===== src/rtl/fp_reduce_ctrl_if.sv =====
// Float element type and the handshake bundle around the reduction controller:
// element input, adder operand/sum channels and the result output.
package fp_reduce_pkg;
    typedef struct packed {
        logic        sign;
        logic [7:0]  exponent;
        logic [22:0] mantissa;
    } float_t;
endpackage

interface fp_reduce_ctrl_if #(
    parameter int CountWidth = 16
);
    import fp_reduce_pkg::*;

    logic                  in_valid_i;
    logic                  in_ready_o;
    float_t                in_data_i;
    logic                  in_last_i;

    logic                  add_op_valid_o;
    logic                  add_op_ready_i;
    float_t                add_op_a_o;
    float_t                add_op_b_o;

    logic                  add_sum_valid_i;
    logic                  add_sum_ready_o;
    float_t                add_sum_data_i;

    logic                  out_valid_o;
    logic                  out_ready_i;
    float_t                out_data_o;
    logic [CountWidth-1:0] out_count_o;

    // master is the controller itself; slave is the surrounding system
    modport master (
        input  in_valid_i, in_data_i, in_last_i,
        output in_ready_o,
        output add_op_valid_o, add_op_a_o, add_op_b_o,
        input  add_op_ready_i,
        input  add_sum_valid_i, add_sum_data_i,
        output add_sum_ready_o,
        output out_valid_o, out_data_o, out_count_o,
        input  out_ready_i
    );

    modport slave (
        output in_valid_i, in_data_i, in_last_i,
        input  in_ready_o,
        input  add_op_valid_o, add_op_a_o, add_op_b_o,
        output add_op_ready_i,
        output add_sum_valid_i, add_sum_data_i,
        input  add_sum_ready_o,
        input  out_valid_o, out_data_o, out_count_o,
        output out_ready_i
    );
endinterface


===== src/rtl/fp_reduce_ctrl.sv =====
// Sequential float reduction controller: feeds running total + next element to an
// external adder one pair at a time and reports the final total with element count.
module fp_reduce_ctrl
    import fp_reduce_pkg::*;
#(
    parameter int CountWidth = 16
) (
    input  logic             clk_i,
    input  logic             rst_i,
    fp_reduce_ctrl_if.master bus
);

    typedef enum logic [2:0] {
        ST_IDLE,
        ST_WAIT_ELEM,
        ST_ISSUE,
        ST_WAIT_SUM,
        ST_OUTPUT
    } state_e;

    localparam logic [CountWidth-1:0] CountMax = '1;
    localparam logic [CountWidth-1:0] CountOne = CountWidth'(1);

    state_e                state_q, state_d;
    float_t                acc_q, acc_d;
    float_t                elem_q, elem_d;
    logic                  last_q, last_d;
    logic [CountWidth-1:0] count_q, count_d;

    // Element count sticks at all-ones; the total keeps accumulating regardless
    function automatic logic [CountWidth-1:0] sat_inc(input logic [CountWidth-1:0] c);
        return (c == CountMax) ? c : c + CountOne;
    endfunction

    always_comb begin
        state_d             = state_q;
        acc_d               = acc_q;
        elem_d              = elem_q;
        last_d              = last_q;
        count_d             = count_q;
        bus.in_ready_o      = 1'b0;
        bus.add_op_valid_o  = 1'b0;
        bus.add_op_a_o      = '0;
        bus.add_op_b_o      = '0;
        bus.add_sum_ready_o = 1'b0;
        bus.out_valid_o     = 1'b0;
        bus.out_data_o      = '0;
        bus.out_count_o     = '0;

        unique case (state_q)
            ST_IDLE: begin
                bus.in_ready_o = 1'b1;
                // First element seeds the total directly, so a lone element never touches the adder
                if (bus.in_valid_i) begin
                    acc_d   = bus.in_data_i;
                    count_d = CountOne;
                    state_d = bus.in_last_i ? ST_OUTPUT : ST_WAIT_ELEM;
                end
            end
            ST_WAIT_ELEM: begin
                bus.in_ready_o = 1'b1;
                if (bus.in_valid_i) begin
                    elem_d  = bus.in_data_i;
                    last_d  = bus.in_last_i;
                    count_d = sat_inc(count_q);
                    state_d = ST_ISSUE;
                end
            end
            ST_ISSUE: begin
                bus.add_op_valid_o = 1'b1;
                bus.add_op_a_o     = acc_q;
                bus.add_op_b_o     = elem_q;
                if (bus.add_op_ready_i) begin
                    state_d = ST_WAIT_SUM;
                end
            end
            ST_WAIT_SUM: begin
                bus.add_sum_ready_o = 1'b1;
                if (bus.add_sum_valid_i) begin
                    acc_d   = bus.add_sum_data_i;
                    state_d = last_q ? ST_OUTPUT : ST_WAIT_ELEM;
                end
            end
            ST_OUTPUT: begin
                bus.out_valid_o = 1'b1;
                bus.out_data_o  = acc_q;
                bus.out_count_o = count_q;
                if (bus.out_ready_i) begin
                    count_d = '0;
                    state_d = ST_IDLE;
                end
            end
            default: begin
                state_d = ST_IDLE;
            end
        endcase
    end

    always_ff @(posedge clk_i or posedge rst_i) begin
        if (rst_i) begin
            state_q <= ST_IDLE;
            acc_q   <= '0;
            elem_q  <= '0;
            last_q  <= 1'b0;
            count_q <= '0;
        end else begin
            state_q <= state_d;
            acc_q   <= acc_d;
            elem_q  <= elem_d;
            last_q  <= last_d;
            count_q <= count_d;
        end
    end

    // A stalled operand pair or result must not change until it is taken
    op_hold_a: assert property (@(posedge clk_i) disable iff (rst_i)
        (bus.add_op_valid_o && !bus.add_op_ready_i) |=>
        (bus.add_op_valid_o && $stable(bus.add_op_a_o) && $stable(bus.add_op_b_o)));

    out_hold_a: assert property (@(posedge clk_i) disable iff (rst_i)
        (bus.out_valid_o && !bus.out_ready_i) |=>
        (bus.out_valid_o && $stable(bus.out_data_o) && $stable(bus.out_count_o)));

endmodule

===== src/flat_wrapper.sv =====
// flat-port wrapper written by rule: the top's interface ports become plain ports
module fp_reduce_ctrl_flat import fp_reduce_pkg::*;
#(
    parameter int CountWidth = 16
)
  (clk_i, rst_i, bus_in_valid_i, bus_in_data_i, bus_in_last_i, bus_in_ready_o, bus_add_op_valid_o, bus_add_op_a_o, bus_add_op_b_o, bus_add_op_ready_i, bus_add_sum_valid_i, bus_add_sum_data_i, bus_add_sum_ready_o, bus_out_valid_o, bus_out_data_o, bus_out_count_o, bus_out_ready_i);
  fp_reduce_ctrl_if #(.CountWidth(CountWidth)) bus_i ();
  input  logic clk_i;
  input  logic rst_i;
  input wire logic [$bits(bus_i.in_valid_i)-1:0] bus_in_valid_i;
  input wire logic [$bits(bus_i.in_data_i)-1:0] bus_in_data_i;
  input wire logic [$bits(bus_i.in_last_i)-1:0] bus_in_last_i;
  output wire logic [$bits(bus_i.in_ready_o)-1:0] bus_in_ready_o;
  output wire logic [$bits(bus_i.add_op_valid_o)-1:0] bus_add_op_valid_o;
  output wire logic [$bits(bus_i.add_op_a_o)-1:0] bus_add_op_a_o;
  output wire logic [$bits(bus_i.add_op_b_o)-1:0] bus_add_op_b_o;
  input wire logic [$bits(bus_i.add_op_ready_i)-1:0] bus_add_op_ready_i;
  input wire logic [$bits(bus_i.add_sum_valid_i)-1:0] bus_add_sum_valid_i;
  input wire logic [$bits(bus_i.add_sum_data_i)-1:0] bus_add_sum_data_i;
  output wire logic [$bits(bus_i.add_sum_ready_o)-1:0] bus_add_sum_ready_o;
  output wire logic [$bits(bus_i.out_valid_o)-1:0] bus_out_valid_o;
  output wire logic [$bits(bus_i.out_data_o)-1:0] bus_out_data_o;
  output wire logic [$bits(bus_i.out_count_o)-1:0] bus_out_count_o;
  input wire logic [$bits(bus_i.out_ready_i)-1:0] bus_out_ready_i;
  assign bus_i.in_valid_i = bus_in_valid_i;
  assign bus_i.in_data_i = bus_in_data_i;
  assign bus_i.in_last_i = bus_in_last_i;
  assign bus_in_ready_o = bus_i.in_ready_o;
  assign bus_add_op_valid_o = bus_i.add_op_valid_o;
  assign bus_add_op_a_o = bus_i.add_op_a_o;
  assign bus_add_op_b_o = bus_i.add_op_b_o;
  assign bus_i.add_op_ready_i = bus_add_op_ready_i;
  assign bus_i.add_sum_valid_i = bus_add_sum_valid_i;
  assign bus_i.add_sum_data_i = bus_add_sum_data_i;
  assign bus_add_sum_ready_o = bus_i.add_sum_ready_o;
  assign bus_out_valid_o = bus_i.out_valid_o;
  assign bus_out_data_o = bus_i.out_data_o;
  assign bus_out_count_o = bus_i.out_count_o;
  assign bus_i.out_ready_i = bus_out_ready_i;
  fp_reduce_ctrl #(.CountWidth(CountWidth)) u_core (.clk_i(clk_i), .rst_i(rst_i), .bus(bus_i));
endmodule

===== config.mk =====
export PLATFORM = sky130hd
export DESIGN_NAME = fp_reduce_ctrl_flat
export DESIGN_NICKNAME = d
export VERILOG_FILES = /design/src/rtl/fp_reduce_ctrl_if.sv /design/src/rtl/fp_reduce_ctrl.sv /design/src/flat_wrapper.sv
export SDC_FILE = /design/constraint.sdc
export NUM_CORES = 1
export LEC_CHECK = 0
export CAP_MARGIN = 20
export CORE_UTILIZATION = 47
export DETAILED_ROUTE_END_ITERATION = 10
export PLACE_DENSITY = 0.95
export SLEW_MARGIN = 20
export SYNTH_ARGS = -nofsm -noshare
export SYNTH_HDL_FRONTEND = slang
export SYNTH_SLANG_ARGS = --single-unit

===== constraint.sdc =====
create_clock -name clk_i -period 6.1 [get_ports clk_i]
set_clock_uncertainty 0.1 [all_clocks]
set_input_delay 1.22 -clock clk_i [delete_from_list [all_inputs] [get_ports clk_i]]
set_output_delay 1.22 -clock clk_i [all_outputs]
set_load 0.01 [all_outputs]

==> results.md, run 1 <==
- Outcome: finished clean
- Number of buffers inserted to repair setup after CTS: 0
- Tightest Pin Transition: about 1.0 ns
- Drc violations: 0
- Placeable Area: between 0.009 and 0.01 sq mm
- ANT nets after route: 0
- Path type of the worst setup path: flip-flop to output pin
- Number of warnings printed during yosys synthesis: 0
- Layout overhead on the synthesized area: 47.4%
- Number of top-level design ports: approximately 190
- Routed wire length per instance: around 16 microns
- Crit path buffers/inverters: 3
- Data arrival time at the worst-slack endpoint: about 3.1 ns
- Setup repair after global routing missed its margin: false
- Utilization of the core after routing: approximately 70%
- Final layout net count: just over 800
- Clock root cell: sky130_fd_sc_hd__clkbuf_8
- Highest cell delay on the worst timing path: ~0.75 ns
- # rows: 36
- Sequential area share after synthesis: around 45%
- Sink Count: 84
- Overall global routing resource usage: about 29%
- Pre-Repair DR Iteration Count: 6
- Cts bufs inserted: 9
- Final setup vio count: 0
- Synth Area per Inst: between 8 and 9 sq um
- Sum of negative setup slack: 0 ns
- Cell count after synthesis: around 580
- Synthesis-stage register bit count: 84
- Fmax: between 200 and 250 MHz
- Critical Path RT: ~4.8 ns
- Drt initial violations: 319
- Critical Path Sink Type: output pin
- Cell family with most CP delay: buffers and inverters
- Area of the die: 0.0104 sq mm
- Final cell count without fillers: between 800 and 900
- Wire length of the first global-routing pass: around 23000 microns
- Least setup slack across all paths after layout: ~1.7 ns
- Die Y-Extent: 102 microns
- Critical Path Slowest Stage Cell: sky130_fd_sc_hd__nor3b_4
- Port Buf Inserts: about 190
- Origin of the worst min-delay path: u_core.elem_q[28]
- Bufs on Longest Clock Path: 2
- Launching instance or port of the critical path: u_core.state_q[2]
- Beginning of the worst register-to-register path: u_core.state_q[0]
- Summed instance area of the synthesized netlist: between 0.004 and 0.005 sq mm
- Share of the clock period used by the worst path after layout: between 70% and 80%
- Post-Synthesis Net Count: between 600 and 700
- Worst slack after detailed placement: 2.11 ns
- Number of gates resized after cts: 0
- Count of endpoints failing hold in the final timing report: 0
- Initial antenna violation count: 0
- Initial standard-cell utilization of the core: between 40 and 50%
- Most used flip-flop cell after synthesis: sky130_fd_sc_hd__dfrtp_1
- Cell-by-cell trace of the critical path: nor3b_4 > buf_4 > inv_1 > nor2_1 > clkdlybuf4s50_1
- Final Max Tran Viols: 0
- GPL Wtd Cong: approximately 0.87
- Fraction of layout cells with a size suffix above 1: ~4.6%
- Number of H-tree levels: 3
- Most common cell after layout, fill and taps aside: sky130_fd_sc_hd__clkdlybuf4s50_1
- Critical path launch point type: flip-flop
- Inst Count DP: slightly below 900
- IR drop worst, VDD: 243 uV
- Leakage component of the power: 2.95 nW
- Largest fanout of any net on the critical path: 24
- Number of distinct library cell variants in the gate-level netlist after synthesis: 53
- Total global routing overflow: 0
- Number of global-route vias before repair: between 4000 and 5000
- Width of the die: 102 microns
- Min Tclk post-route: approximately 4.4 ns
- Count of flip-flops with a built-in enable after synthesis: 0
- Final WL: ~14000 microns
- Highest-count cells in the layout ignoring fill and taps: sky130_fd_sc_hd__clkdlybuf4s50_1 (186), sky130_fd_sc_hd__nand2_1 (173), sky130_fd_sc_hd__and2_1 (107), sky130_fd_sc_hd__dfrtp_1 (84), sky130_fd_sc_hd__nor2_1 (44)
- Total Power: around 0.0028 W
- Number of hold buffers added after cts: 0
- Vias: between 4000 and 5000
- CTS tree: done
- Pwr/cell area: approximately 410 mW/mm^2
- Worst-case headroom to the max-slew limit: about a third
- Per-cell via count in the routed design: ~5.5
- Maximum number of pins on one net before global-route repair: 66
- Post-DP HPWL: between 10000 and 15000 microns
- Antenna cell count: 0
- Class of the most critical hold timing path: flip-flop to flip-flop
- Clock latency of the later-clocked register in the worst-skew pair: 0.35 ns
- Share of flip-flops with an asynchronous set or reset: 100%
- Max-cap check violation count: 0
- Clock input transition at the sequential cells of the worst setup and hold paths: roughly 0.080 ns
-- per-stage QoR --
| step | cell area [sq um] | hold WS [ns] |
|---|---|---|
| 2_1_floorplan | 4690 | 0.337 |
| 3_3_place_gp | 6660 | 0.349 |
| 3_5_place_dp | 6670 | 0.357 |
| 4_1_cts | 6890 | 0.376 |
| 5_1_grt | 6910 | 0.397 |
| 6_report | 6910 | 0.370 |
-- power by group --
part,switching (W),total (W),internal (W),leakage [nW]
Combinational,0.000675,0.00133,0.000653,1.82
Sequential,0.000240,0.00105,0.000807,1.02
Clock,0.000200,0.000442,0.000242,0.107
Total,0.00112,0.00282,0.00170,2.95
-- logic make-up after synthesis --
logic type / share of synthesized area (%)
and+or+nand+nor: 38.6
AOI/OAI and AO/OA: 11.1
buffers and inverters: 4.16
muxes: 0.880
adders and majority gates: 0.267
xor gates and xnor gates: 0.187
DFF: 44.8
-- routing by layer --
metal  vias to the layer above  part of all wire, %  wire (microns)  track usage, %
met1                      2325                   38            5430            33.8
met3                        36                  7.8            1130            5.34
met5                         -                    0               0               0
met4                         0                  2.8             404            15.9
li1                       2272                    -               -               -
met2                       260                   52            7490            49.3
-- worst register-to-register path, delay by kind of cell, from the launching register on --
family	cells	cell delay, ns
and+or+nand+nor	2	1.24
AOI/OAI and AO/OA	2	0.71
DFF	1	0.75
-- flip-flops by register name, indices dropped and copies added, names as in the netlist --
name            count
u_core.acc_q       32
u_core.count_q     16
u_core.elem_q      32
u_core.last_q       1
u_core.state_q      3
-- final cells by class --
cell class	count	area, sq um
Tap cell	133	166
Clock inverter	4	72.6
Sequential cell	84	2100
Multi-Input combinational cell	452	2450
Inverter	12	46.3
Clock buffer	12	145
Fill cell	711	2820
Timing Repair Buffer	193	1930
-- cells in the mapped netlist (2+ instances only) --
library cell / number / area share, %
sky130_fd_sc_hd__dfrtp_1: 84 / 45
sky130_fd_sc_hd__nor3b_2: 2 / 0.53
sky130_fd_sc_hd__a211o_1: 2 / 0.37
sky130_fd_sc_hd__nor3_1: 4 / 0.43
sky130_fd_sc_hd__a21oi_1: 6 / 0.64
sky130_fd_sc_hd__and4_1: 2 / 0.37
sky130_fd_sc_hd__a21o_1: 5 / 0.80
sky130_fd_sc_hd__a22o_1: 4 / 0.75
sky130_fd_sc_hd__o21ai_0: 7 / 0.75
sky130_fd_sc_hd__clkbuf_1: 23 / 1.8
sky130_fd_sc_hd__and2_1: 107 / 14
sky130_fd_sc_hd__mux2i_1: 3 / 0.64
sky130_fd_sc_hd__inv_1: 12 / 0.96
sky130_fd_sc_hd__o211ai_1: 4 / 0.64
sky130_fd_sc_hd__nand3_1: 8 / 0.85
sky130_fd_sc_hd__or4_1: 3 / 0.48
sky130_fd_sc_hd__nor4_1: 4 / 0.53
sky130_fd_sc_hd__nand2b_1: 4 / 0.53
sky130_fd_sc_hd__a31oi_1: 34 / 4.5
sky130_fd_sc_hd__nand2_1: 173 / 14
sky130_fd_sc_hd__buf_2: 12 / 1.3
sky130_fd_sc_hd__nand3b_1: 2 / 0.32
sky130_fd_sc_hd__nand4_1: 5 / 0.67
sky130_fd_sc_hd__nor2_1: 45 / 3.6
-- worst paths after layout --
path / cells past startpoint / end / slack, ns
min in group asynchronous: 2 / u_core.acc_q[17] / 1.18
max reg2reg: 4 / u_core.count_q[1] / 3.24
min: 2 / u_core.elem_q[28] / 0.37
max: 5 / bus_out_count_o[14] / 1.71
min reg2reg: 2 / u_core.elem_q[28] / 0.37
max in group asynchronous: 3 / u_core.count_q[7] / 3.70
No activity file was read; power rests on OpenSTA's default activity.
==> run 2: changes to the inputs <==
- CORE_UTILIZATION: 47 -> 40
- PLACE_DENSITY: 0.95 -> 0.88
- clock period: 6.1 -> 3.72 ns (I/O delays scaled with it)
==> results.md, run 2 (synthesized netlist as in run 1, its figures left out) <==
- Number of buffers inserted to repair setup after CTS: 0 (unchanged)
- Setup repair after global routing missed its margin: false (unchanged)
- Fmax: a little over 300 MHz
- Sum of negative setup slack: 0 ns (unchanged)
- Placeable Area: 0.0114 sq mm (was 0.00973 sq mm)
- Inst Count DP: 891 (was 873)
- GPL Wtd Cong: 0.838 (was 0.868)
- Final setup vio count: 0 (unchanged)
- Clock latency of the later-clocked register in the worst-skew pair: 0.33 ns (was 0.35 ns)
- Fraction of layout cells with a size suffix above 1: 5.63% (was 4.62%)
- Final Max Tran Viols: 0 (unchanged)
- Share of the clock period used by the worst path after layout: around nine tenths
- # rows: 39 (was 36)
- Drc violations: 0 (unchanged)
- Path type of the worst setup path: flip-flop to output pin (unchanged)
- Fillcell total: 984 (was 711)
- Critical Path Sink Type: output pin (unchanged)
- Number of gates resized after cts: 0 (unchanged)
- Area taken by flip-flops and latches: 0.00210 sq mm (unchanged)
- Global Route met2 Usage: 36.8% (was 49.3%)
- Number of hold buffers added after cts: 0 (unchanged)
- Leakage component of the power: 3.02 nW (was 2.95 nW)
- IR drop worst, VDD: 342 uV (was 243 uV)
- Multi-input logic area: 0.00243 sq mm (was 0.00245 sq mm)
- Pre-Repair DR Iteration Count: 5 (was 6)
- Final cell count without fillers: 907 (was 890)
- Initial antenna violation count: 0 (unchanged)
- Antenna cell count: 0 (unchanged)
- Area of the die: 0.0122 sq mm (was 0.0104 sq mm)
- Sink Count: 84 (unchanged)
- Number of H-tree levels: 3 (unchanged)
- Registers with the highest flip-flop counts: u_core.acc_q (32), u_core.elem_q (32), u_core.count_q (16) (unchanged)
- Port Buf Inserts: 186 (unchanged)
- Met1 track demand over resource: 30.5% (was 33.8%)
- Initial standard-cell utilization of the core: 41.1% (was 48.2%)
- Tightest Pin Transition: 0.774 ns (was 1.01 ns)
- Number of top-level design ports: 187 (unchanged)
- ANT nets after route: 0 (unchanged)
- Final layout net count: 831 (was 824)
- Post-DP HPWL: 9660 microns (was 10200 microns)
- Pwr/cell area: 680 mW/mm^2 (was 407 mW/mm^2)
- Width of the die: 110 microns (was 102 microns)
- Number of global-route vias before repair: 4273 (was 4842)
- Overall global routing resource usage: 22.8% (was 28.6%)
- Share of total power in sequential cells: 35.3% (was 37.2%)
- Clock input transition at the sequential cells of the worst setup and hold paths: 0.06 ns (was 0.08 ns)
- Share of power burned in the clock network: 18.9% (was 15.7%)
- GR Util met3: 3.88% (was 5.34%)
- Critical Path RT: 2.88 ns (was 4.78 ns)
- Int Power: 0.00297 W (was 0.00170 W)
- Die Y-Extent: 110 microns (was 102 microns)
- Wire length of the first global-routing pass: 21400 microns (was 22900 microns)
- Critical path launch point type: flip-flop (unchanged)
- Vias: 4739 (was 4893)
- Utilization of the core after routing: 61.8% (was 71.1%)
- Class of the most critical hold timing path: flip-flop to flip-flop (unchanged)
- Total Power: 0.00480 W (was 0.00282 W)
- Post-route worst hold slack: 0.369 ns (was 0.370 ns)
- Per-cell via count in the routed design: 5.22 (was 5.50)
- Total global routing overflow: 0 (unchanged)
- Worst-case headroom to the max-slew limit: 48.4% (was 32.1%)
- Largest fanout of any net on the critical path: 23 (was 24)
- Highest-count cells in the layout ignoring fill and taps: sky130_fd_sc_hd__clkdlybuf4s50_1 (186), sky130_fd_sc_hd__nand2_1 (173), sky130_fd_sc_hd__and2_1 (107), sky130_fd_sc_hd__dfrtp_1 (84), sky130_fd_sc_hd__nor2_1 (44) (unchanged)
- Comb pwr share: 45.8% (was 47.2%)
- Clock root cell: sky130_fd_sc_hd__clkbuf_16 (was sky130_fd_sc_hd__clkbuf_8)
- Max-cap check violation count: 0 (unchanged)
- Routed wire length per instance: 15.2 microns (was 16.2 microns)
- Maximum number of pins on one net before global-route repair: 65 (was 66)
- Data arrival time at the worst-slack endpoint: 2.46 ns (was 3.07 ns)
- Min Tclk post-route: between 3 and 4 ns
- Switch Pwr: 0.00183 W (was 0.00112 W)
- CTS tree: done (unchanged)
- Highest-utilization routing layer at the global route stage: met2 (unchanged)
- Final WL: 13800 microns (was 14500 microns)
- Most common cell after layout, fill and taps aside: sky130_fd_sc_hd__clkdlybuf4s50_1 (unchanged)
- Drt initial violations: 257 (was 319)
- Bufs on Longest Clock Path: 2 (unchanged)
- Cts bufs inserted: 9 (unchanged)
- Count of endpoints failing hold in the final timing report: 0 (unchanged)
- Outcome: finished clean (unchanged)
- Layout overhead on the synthesized area: 50.5% (was 47.4%)
- Switching Share: 38.0% (was 39.6%)
## run 2: power groups by stage
stage          registers (W)  logic (W)  clock network [W]
2_1_floorplan        0.00154    0.00131                  0
3_3_place_gp         0.00169    0.00214                  0
3_5_place_dp         0.00170    0.00221                  0
4_1_cts              0.00169    0.00222           0.000923
5_1_grt              0.00174    0.00244           0.000966
6_report             0.00169    0.00220           0.000909
## run 2: path summary, 6_finish.rpt
path / slack (ns) / cells after the start / end / from
max in group asynchronous: 2.07 / 3 / u_core.count_q[14] / rst_i
min in group asynchronous: 0.76 / 2 / u_core.acc_q[21] / rst_i
worst min-delay path: 0.37 / 2 / u_core.elem_q[21] / u_core.elem_q[21]
worst max-delay path: 0.42 / 5 / bus_out_count_o[12] / u_core.state_q[2]
worst max register to register: 1.48 / 5 / u_core.count_q[3] / u_core.state_q[0]
worst min register to register: 0.37 / 2 / u_core.elem_q[21] / u_core.elem_q[21]
## run 2: layout make-up
cell class | instances | area share, %
Timing Repair Buffer | 200 | 28.2
Tap cell | 143 | 2.54
Inverter | 12 | 0.656
Sequential cell | 84 | 29.8
Multi-Input combinational cell | 452 | 34.5
Clock buffer | 12 | 3.63
Clock inverter | 4 | 0.674
## run 2: critical path, cell delays in order (launching register included)
cell and delay, ns:
sky130_fd_sc_hd__dfrtp_1 0.70, sky130_fd_sc_hd__nor3b_4 0.29, sky130_fd_sc_hd__buf_4 0.27, sky130_fd_sc_hd__inv_1 0.18, sky130_fd_sc_hd__nor2_1 0.14, sky130_fd_sc_hd__clkdlybuf4s50_1 0.55
## run 2: per-stage QoR
stage          area [sq um]  setup slack, ns
2_1_floorplan          4690            0.711
3_3_place_gp           6750            0.847
3_5_place_dp           6750            0.777
4_1_cts                7060            0.419
5_1_grt                7060            0.246
6_report               7060            0.416
## run 2: layer usage
layer | up-vias | wire (microns)
li1 | 2280 | -
met5 | - | 0
met3 | 27 | 970
met2 | 193 | 6540
met1 | 2239 | 6020
met4 | 0 | 276
==> run 3: changes to the inputs <==
- GPL_ROUTABILITY_DRIVEN: unset -> 0
==> results of run 3 <==
Same layout as run 2: the final DEF is identical, and so are final timing and power.
